==> src/rtl/dmem_access_unit_if.sv <==
// Request/response channel between the MEM stage (master) and the data-memory access unit (slave).
`timescale 1ns/1ps
interface dmem_access_unit_if;
    logic        req_valid_i;
    logic        req_we_i;
    logic [31:0] req_addr_i;
    logic [31:0] req_wdata_i;
    logic        req_ready_o;
    logic        rsp_valid_o;
    logic [31:0] rsp_rdata_o;
    logic        err_o;

    modport master (
        output req_valid_i, req_we_i, req_addr_i, req_wdata_i,
        input  req_ready_o, rsp_valid_o, rsp_rdata_o, err_o
    );

    modport slave (
        input  req_valid_i, req_we_i, req_addr_i, req_wdata_i,
        output req_ready_o, rsp_valid_o, rsp_rdata_o, err_o
    );
endinterface

==> src/rtl/dmem_access_unit.sv <==
// Memory-stage load/store responder: decodes each request to data BRAM, MMIO (LED, switches,
// cycle counter) or an error, and answers with a one-cycle response pulse.
`timescale 1ns/1ps
module dmem_access_unit #(
    parameter int unsigned AW      = 12,
    parameter logic [31:0] IO_BASE = 32'hFFFF_F000,
    parameter int unsigned LED_W   = 16,
    parameter int unsigned SW_W    = 16
) (
    input  logic             clk_i,
    input  logic             rst_n_i,
    dmem_access_unit_if.slave bus,
    output logic             dram_en_o,
    output logic             dram_we_o,
    output logic [AW-1:0]    dram_addr_o,
    output logic [31:0]      dram_wdata_o,
    input  logic [31:0]      dram_rdata_i,
    output logic [LED_W-1:0] led_o,
    input  logic [SW_W-1:0]  sw_i
);

    typedef enum logic [0:0] {StIdle, StRdWait} state_e;

    state_e             r_state;
    logic               r_rsp_valid;
    logic               r_err;
    logic [31:0]        r_rsp_rdata;
    logic [LED_W-1:0]   r_led;
    logic [31:0]        r_cycle;
    logic [SW_W-1:0]    r_sw_meta;
    logic [SW_W-1:0]    r_sw_sync;

    logic               w_accept;
    logic               w_misaligned;
    logic               w_dram_sel;
    logic               w_mmio_sel;
    logic               w_dram_hit;
    logic               w_mmio_hit;
    logic [9:0]         w_offset;
    logic [31:0]        w_mmio_rdata;

    // Gating with reset keeps the BRAM strobes low the instant reset asserts.
    assign w_accept     = rst_n_i & bus.req_valid_i & (r_state == StIdle);
    assign w_misaligned = |bus.req_addr_i[1:0];
    assign w_dram_sel   = (bus.req_addr_i[31:AW+2] == '0);
    assign w_mmio_sel   = (bus.req_addr_i[31:12] == IO_BASE[31:12]);
    assign w_dram_hit   = !w_misaligned & w_dram_sel;
    assign w_mmio_hit   = !w_misaligned & !w_dram_sel & w_mmio_sel;
    assign w_offset     = bus.req_addr_i[11:2];

    assign bus.req_ready_o = (r_state == StIdle);
    assign bus.rsp_valid_o = r_rsp_valid;
    assign bus.rsp_rdata_o = r_rsp_rdata;
    assign bus.err_o       = r_err;

    assign dram_en_o    = w_accept & w_dram_hit;
    assign dram_we_o    = w_accept & w_dram_hit & bus.req_we_i;
    assign dram_addr_o  = bus.req_addr_i[AW+1:2];
    assign dram_wdata_o = bus.req_wdata_i;
    assign led_o        = r_led;

    always_comb begin
        w_mmio_rdata = '0;
        case (w_offset)
            10'd0:   w_mmio_rdata = 32'(r_led);
            10'd1:   w_mmio_rdata = 32'(r_sw_sync);
            10'd2:   w_mmio_rdata = r_cycle;
            default: w_mmio_rdata = '0;
        endcase
    end

    always_ff @(posedge clk_i or negedge rst_n_i) begin
        if (!rst_n_i) begin
            r_state     <= StIdle;
            r_rsp_valid <= 1'b0;
            r_err       <= 1'b0;
            r_rsp_rdata <= '0;
            r_led       <= '0;
            r_cycle     <= '0;
            r_sw_meta   <= '0;
            r_sw_sync   <= '0;
        end else begin
            r_sw_meta   <= sw_i;
            r_sw_sync   <= r_sw_meta;
            r_rsp_valid <= 1'b0;
            r_err       <= 1'b0;
            // A counter write below overrides this increment.
            r_cycle     <= r_cycle + 32'd1;

            case (r_state)
                StIdle: begin
                    if (w_accept) begin
                        if (w_dram_hit) begin
                            if (bus.req_we_i) begin
                                r_rsp_valid <= 1'b1;
                                r_rsp_rdata <= '0;
                            end else begin
                                r_state <= StRdWait;
                            end
                        end else if (w_mmio_hit) begin
                            r_rsp_valid <= 1'b1;
                            if (bus.req_we_i) begin
                                r_rsp_rdata <= '0;
                                if (w_offset == 10'd0) r_led   <= bus.req_wdata_i[LED_W-1:0];
                                if (w_offset == 10'd2) r_cycle <= bus.req_wdata_i;
                            end else begin
                                r_rsp_rdata <= w_mmio_rdata;
                            end
                        end else begin
                            r_rsp_valid <= 1'b1;
                            r_err       <= 1'b1;
                            r_rsp_rdata <= '0;
                        end
                    end
                end
                StRdWait: begin
                    r_rsp_valid <= 1'b1;
                    r_rsp_rdata <= dram_rdata_i;
                    r_state     <= StIdle;
                end
                default: r_state <= StIdle;
            endcase
        end
    end

endmodule

==> src/flat_wrapper.sv <==
// flat-port wrapper written by rule: the top's interface ports become plain ports
module dmem_access_unit_flat 
#(
    parameter int unsigned AW      = 12,
    parameter logic [31:0] IO_BASE = 32'hFFFF_F000,
    parameter int unsigned LED_W   = 16,
    parameter int unsigned SW_W    = 16
)
  (clk_i, rst_n_i, dram_en_o, dram_we_o, dram_addr_o, dram_wdata_o, dram_rdata_i, led_o, sw_i, bus_req_valid_i, bus_req_we_i, bus_req_addr_i, bus_req_wdata_i, bus_req_ready_o, bus_rsp_valid_o, bus_rsp_rdata_o, bus_err_o);
  dmem_access_unit_if bus_i ();
  input  logic clk_i;
  input  logic rst_n_i;
  output logic dram_en_o;
  output logic dram_we_o;
  output logic [AW-1:0] dram_addr_o;
  output logic [31:0] dram_wdata_o;
  input  logic [31:0] dram_rdata_i;
  output logic [LED_W-1:0] led_o;
  input  logic [SW_W-1:0] sw_i;
  input wire logic [$bits(bus_i.req_valid_i)-1:0] bus_req_valid_i;
  input wire logic [$bits(bus_i.req_we_i)-1:0] bus_req_we_i;
  input wire logic [$bits(bus_i.req_addr_i)-1:0] bus_req_addr_i;
  input wire logic [$bits(bus_i.req_wdata_i)-1:0] bus_req_wdata_i;
  output wire logic [$bits(bus_i.req_ready_o)-1:0] bus_req_ready_o;
  output wire logic [$bits(bus_i.rsp_valid_o)-1:0] bus_rsp_valid_o;
  output wire logic [$bits(bus_i.rsp_rdata_o)-1:0] bus_rsp_rdata_o;
  output wire logic [$bits(bus_i.err_o)-1:0] bus_err_o;
  assign bus_i.req_valid_i = bus_req_valid_i;
  assign bus_i.req_we_i = bus_req_we_i;
  assign bus_i.req_addr_i = bus_req_addr_i;
  assign bus_i.req_wdata_i = bus_req_wdata_i;
  assign bus_req_ready_o = bus_i.req_ready_o;
  assign bus_rsp_valid_o = bus_i.rsp_valid_o;
  assign bus_rsp_rdata_o = bus_i.rsp_rdata_o;
  assign bus_err_o = bus_i.err_o;
  dmem_access_unit #(.AW(AW), .IO_BASE(IO_BASE), .LED_W(LED_W), .SW_W(SW_W)) u_core (.clk_i(clk_i), .rst_n_i(rst_n_i), .bus(bus_i), .dram_en_o(dram_en_o), .dram_we_o(dram_we_o), .dram_addr_o(dram_addr_o), .dram_wdata_o(dram_wdata_o), .dram_rdata_i(dram_rdata_i), .led_o(led_o), .sw_i(sw_i));
endmodule
==> config.mk <==
export PLATFORM = sky130hd
export DESIGN_NAME = dmem_access_unit_flat
export DESIGN_NICKNAME = d
export VERILOG_FILES = /design/src/rtl/dmem_access_unit_if.sv /design/src/rtl/dmem_access_unit.sv /design/src/flat_wrapper.sv
export SDC_FILE = /design/constraint.sdc
export NUM_CORES = 1
export LEC_CHECK = 0
export CAP_MARGIN = 20
export CORE_ASPECT_RATIO = 2
export CORE_UTILIZATION = 44
export CTS_CLUSTER_DIAMETER = 100
export DETAILED_ROUTE_END_ITERATION = 10
export GPL_TIMING_DRIVEN = 0
export PLACE_DENSITY = 0.76
export SYNTH_ARGS = -nofsm -noshare
export SYNTH_HDL_FRONTEND = slang
export SYNTH_SLANG_ARGS = --single-unit
==> constraint.sdc <==
create_clock -name clk_i -period 2.7 [get_ports clk_i]
set_clock_uncertainty 0.15 [all_clocks]
set_input_delay 0.81 -clock clk_i [delete_from_list [all_inputs] [get_ports clk_i]]
set_output_delay 0.81 -clock clk_i [all_outputs]
set_load 0.005 [all_outputs]
* Yosys cells after proc, flatten, opt, wreduce, memory -nomap -nowiden
Index checks and enable logic that the tools add are counted.
** Word-level totals
- Register bits :: 115
- Bits of input ports :: 116
- Output and inout bits :: 97
- Word-level logic and storage cells :: 55
** Operators by class
- Add/sub/neg operators :: 1
- Equality and inequality tests :: 5
- Multiplexer cells :: 25
- Bitwise gates (word level) :: 9
- Reductions and logical operators :: 7
** Operator list (count)
- $mux 32 :: 11
- $pmux 32 s3 :: 1
- $pmux 32 s2 :: 1
- $add 32x1->32 const B :: 1
- $eq 20x20->1 const B :: 1
- $logic_not 18->1 :: 1
- $eq 10x1->1 const B :: 1
- $eq 10x2->1 const B :: 1
- $logic_not 10->1 :: 1
- $mux 1 :: 10
- $and 1x1->1 :: 7
- $reduce_and 6->1 :: 1
- $pmux 1 s2 :: 2
- $ne 3x3->1 const B :: 1
- $logic_not 1->1 :: 2
- $ne 2x1->1 const B :: 1
- $not 1->1 :: 2
- $reduce_and 2->1 :: 1
- $reduce_or 2->1 :: 1

* Depth between registers and ports, before layout
- Depth in word-level cells :: 8
- Depth in mapped cells :: 9
- Gate-level depth less buffers :: 6

* Worst setup path after synthesis
Ideal clock, no wire load.
- Path type :: input-to-output
- From :: input port bus_req_addr_i[25]
- To :: output port dram_we_o
- Arrival :: 1787 ps
- Required time :: 1740 ps
- Path slack :: -47 ps
- Stages on the path :: 5
- Path buffers :: 0
- Cell sequence :: nor4_1 nand3_1 or2_2 nor2_1 and2_1
** On the way
- Cells in the longest elaborated chain, start to end :: 4
** Ends and longest elaborated chain
- from (decl) :: line flat_wrapper.sv:22 : input wire logic [$bits(bus_i.req_addr_i)-1:0] bus_req_addr_i;
- $logic_not 18->1 :: line dmem_access_unit.sv:45 : assign w_dram_sel = (bus.req_addr_i[31:AW+2] == '0);
- $and 1x1->1 :: line dmem_access_unit.sv:47 : assign w_dram_hit = !w_misaligned & w_dram_sel;
- $and 1x1->1
- named net dram_en_o :: line flat_wrapper.sv:13 : output logic dram_en_o;
- $and 1x1->1 :: line dmem_access_unit.sv:57 : assign dram_we_o = w_accept & w_dram_hit & bus.req_we_i;
- to (decl) :: line flat_wrapper.sv:14 : output logic dram_we_o;
The timed path passes the listed nets, and every way through them passes these cells.

* Final worst setup path
- From :: input port bus_req_addr_i[28]
- To :: output port dram_we_o
** On the way
- Cells in the longest elaborated chain, start to end :: 4
** Ends and longest elaborated chain (line)
- $logic_not 18->1 :: dmem_access_unit.sv:45
- $and 1x1->1 :: dmem_access_unit.sv:47
- $and 1x1->1 (2 in a row) :: dmem_access_unit.sv:57
Every way passes these cells.

==> metrics.md <==
| Metric | Value |
|---|---|
| Status | complete, but fails checks |
| Failing checks | setup timing |
| CTS tree | yes |
| Vias in the first global route | 5260 |
| Switching Fraction | about 22% |
| Core area | ~12000 um2 |
| Syn Area/Cell | around 11 um2 |
| Clk pwr share | 50.8% |
| Io pins | 213 |
| Internal | between 3 and 4 mW |
| CTS root buf | clkbuf_16 |
| Clk pin slew, worst setup/hold paths | roughly 0.05 ns |
| Compound-Gate Fraction of Synth Area | ~13% |
| Fill cells | around 900 |
| Fraction of layout instances using a drive strength above 1 | a little under a quarter |
| Total die area | 13000 um2 |
| Hold Path Class | primary input to async pin |
| Bufs on Longest Clock Path | 2 |
| Synthesized-area fraction occupied by adder cells | 0.227% |
| CP Launch Type | primary input |
| Via-per-instance ratio | 5.28 |
| Comb power frac | 10.1% |
| Slew margin rel. | around half |
| Gpl congestion | 0.877 |
| Largest net degree at the start of global routing | 35 |
| Final setup margin | -0.212 ns |
| HPWL Detailed | between 10000 and 15000 um |
| Cts bufs inserted | 17 |
| Final Power | 4.50 mW |
| Kind of critical path | primary input to output port |
| Most frequent cells in the layout | clkdlybuf4s50_1 (143), dfrtp_1 (115), buf_4 (64) |
| Total number of yosys warnings | 0 |
| Mux share of post-synthesis cell area | 7.68% |
| Drc violations | 0 |
| DIE HEIGHT | between 150 and 200 um |
| Syn Inst Count | slightly above 500 |
| Gr usage total | roughly 28% |
| Final setup vio count | 2 |
| Crit path cell chain | buf_2 -> nor4_4 -> nand3_1 -> or2_4 -> nor2_4 -> and2_1 -> buf_2 |
| Routed length per instance | 18.9 um |
| Number of hold violations in the final report | 0 |
| Setup TNS | -0.377 ns |
| CP Max Fanout | 2 |
| I/O Buffers | 210 |
| Rows | 57 |
| Post-Synth XOR/XNOR Area | under 10% |
| Die width | 81.1 um |
| Vias | slightly below 5000 |
| Synth Net Count | 620 |
| H-tree Lvls | 4 |
| Layout area overhead | 61.6% |
| Hold slack | 0.0710 ns |
| Clk sink count | 115 |
| Largest stage delay, worst path | about 0.29 ns |
| Grt total ovfl | 0 |
| RSZ-0062 raised after global routing | yes |
| Clk_lat worst skew | approximately 0.40 ns |
| Initial Utilization | between 40 and 50% |
| Utilization after layout | ~73% |
| NetSw | roughly 970 uW |
| Crit. End Element | output port |
| Sequential fraction of the synthesis area | 52.2% |
| Achievable Freq | between 300 and 400 MHz |
| Pleak | approximately 4.1 nW |
| Drt first pass iters | 4 |
| # Max-Cap Violations | 0 |
| Worst setup startpoint | bus_req_addr_i[28] |
| Maximum VDD drop | around 0.57 mV |
| Antenna violations before repair | 1 |
| Sequential share of power | between 30% and 40% |
| Largest family of logic cells by synthesized area | simple AND/OR/NAND/NOR gates |
| Total Wirelength | between 15000 and 20000 um |
| CP max-delay cell | or2_4 |
| Critical path arrival | 1.95 ns |
| Initial DRC Count | between 150 and 200 |
| CP required | approximately 1.7 ns |
| Commonest non-fill, non-tap cell in the layout | clkdlybuf4s50_1 |
| NumNets Final | 879 |
| N_diodes | 0 |
| CP bufs+invs | 2 |
| Antenna-violating nets left | 0 |
| Fin crit period | 2.91 ns |
| Post-Synth Simple-Gate Area | roughly 14% |
| Synthesized cell area | roughly 5500 um2 |
| Synth unique cells | 40 |
| Count of pins over their slew limit | 0 |
| Top delay family on crit path | simple AND/OR/NAND/NOR gates |
| Tcrit/Tclk final | 108% |
| Most used cell along the critical path | buf_2 |
| Worst r2r src | u_core.r_cycle[0]$_DFF_PN0_ |
| Pwr Density | ~500 nW/um2 |
| Worst-margin pin slew | 0.733 ns |
| Synth Register Bits | ~120 |
| First-pass GRT wire length | 26900 um |
==> logic make-up (layout without fill, tap and decap cells) <==
family | Yosys count | after routing
buf+inv | 72 | 344
mux | 36 | 36
fa+ha+maj | 1 | 1
simple gates | 139 | 139
xor+xnor | 29 | 29
compound gates | 111 | 111
flops | 115 | 115
==> cell type report <==
class,instances,area [um2],area share (%)
clock buffer,20,457,5.13
multi-input combinational,316,2300,25.9
sequential,115,2880,32.3
buffer,66,480,5.40
clock inverter,12,156,1.76
inverter,5,18.8,0.211
timing repair buffer,241,2420,27.2
tap,147,184,2.07
==> cells in the mapped netlist (all sizes together) <==
| library cell | number | area share (%) |
|---|---|---|
| a21o | 16 | 2.2 |
| a21oi | 44 | 4.0 |
| a22o | 16 | 2.5 |
| a22oi | 16 | 2.2 |
| and2 | 4 | 0.45 |
| and3 | 7 | 0.80 |
| and3b | 1 | 0.16 |
| and4 | 2 | 0.32 |
| buf | 52 | 6.9 |
| clkbuf | 15 | 1.0 |
| dfrtp | 115 | 52 |
| ha | 1 | 0.23 |
| inv | 5 | 0.34 |
| mux2 | 20 | 4.8 |
| mux2i | 16 | 2.9 |
| nand2 | 14 | 0.95 |
| nand2b | 1 | 0.11 |
| nand3 | 11 | 1.1 |
| nand4 | 17 | 2.2 |
| nor2 | 49 | 3.3 |
| nor2b | 1 | 0.11 |
| nor3 | 12 | 1.1 |
| nor4 | 13 | 2.2 |
| nor4b | 1 | 0.43 |
| o21ai | 17 | 1.5 |
| o31a | 1 | 0.16 |
| o41ai | 1 | 0.30 |
| or2 | 3 | 0.34 |
| or4 | 3 | 0.48 |
| xnor2 | 15 | 2.4 |
| xor2 | 14 | 2.2 |
==> worst register-to-register path: stages, from the launching register on <==
cell and delay [ns]:
dfrtp_1 0.41, ha_1 0.25, nand4_1 0.25, nor4_1 0.67
nand4_1 0.20, xor2_1 0.21, a21oi_1 0.10
==> worst paths after layout <==
path | end | slack [ns] | cells past startpoint
max | dram_we_o | -0.21 | 7
min | u_core.bus.rsp_rdata_o[11]$_DFFE_PN0P_ | 0.07 | 1
max reg2reg | u_core.r_cycle[26]$_DFF_PN0_ | 0.33 | 6
min reg2reg | u_core.r_sw_sync[13]$_DFF_PN0_ | 0.19 | 0
max in group asynchronous | u_core.r_cycle[15]$_DFF_PN0_ | 1.78 | 2
min in group clk_i | u_core.r_sw_sync[13]$_DFF_PN0_ | 0.19 | 0
==> routing by layer <==
metal	track usage, %	part of all wire, %
met5	0	0.057
met4	14.5	4.2
met3	5.49	4.1
met2	51.0	57
met1	29.8	35
==> power by group through the flow <==
stage	combinational, mW	sequential (mW)	clock, mW
CTS	0.441	1.76	2.31
global placement	0.414	1.79	0
detailed placement	0.425	1.79	0
global route	0.486	1.76	2.40
floorplan	0.104	1.79	0
finish	0.456	1.76	2.28
==> registers in the layout, indices dropped and copies added (netlist names) <==
name and flops:
u_core.bus.rsp_rdata_o 32, u_core.led_o 16, u_core.bus.rsp_valid_o 1, u_core.r_cycle 32
u_core.r_sw_meta 16, u_core.r_sw_sync 16, u_core.r_state 1, u_core.bus.err_o 1
==> through the flow <==
step | worst slack, ns | instances | instance area [um2]
final | -0.212 | 922 | 8900
after detailed placement | -1.19 | 861 | 7820
after global routing | -0.284 | 922 | 8900
after CTS | -0.195 | 921 | 8800
after floorplan | 0.0241 | 503 | 5510
after global placement | -4.70 | 860 | 7800
==> timing repair <==
item / CTS / global route
hold buffers: 0 / 0
endpoints found under the setup margin: 125 / 59
pin swaps: 14 / 11
buffers inserted: 27 / 3
cloned: 4 / 1
resized for setup: 162 / 31
No activity file was read; power rests on OpenSTA's default activity.
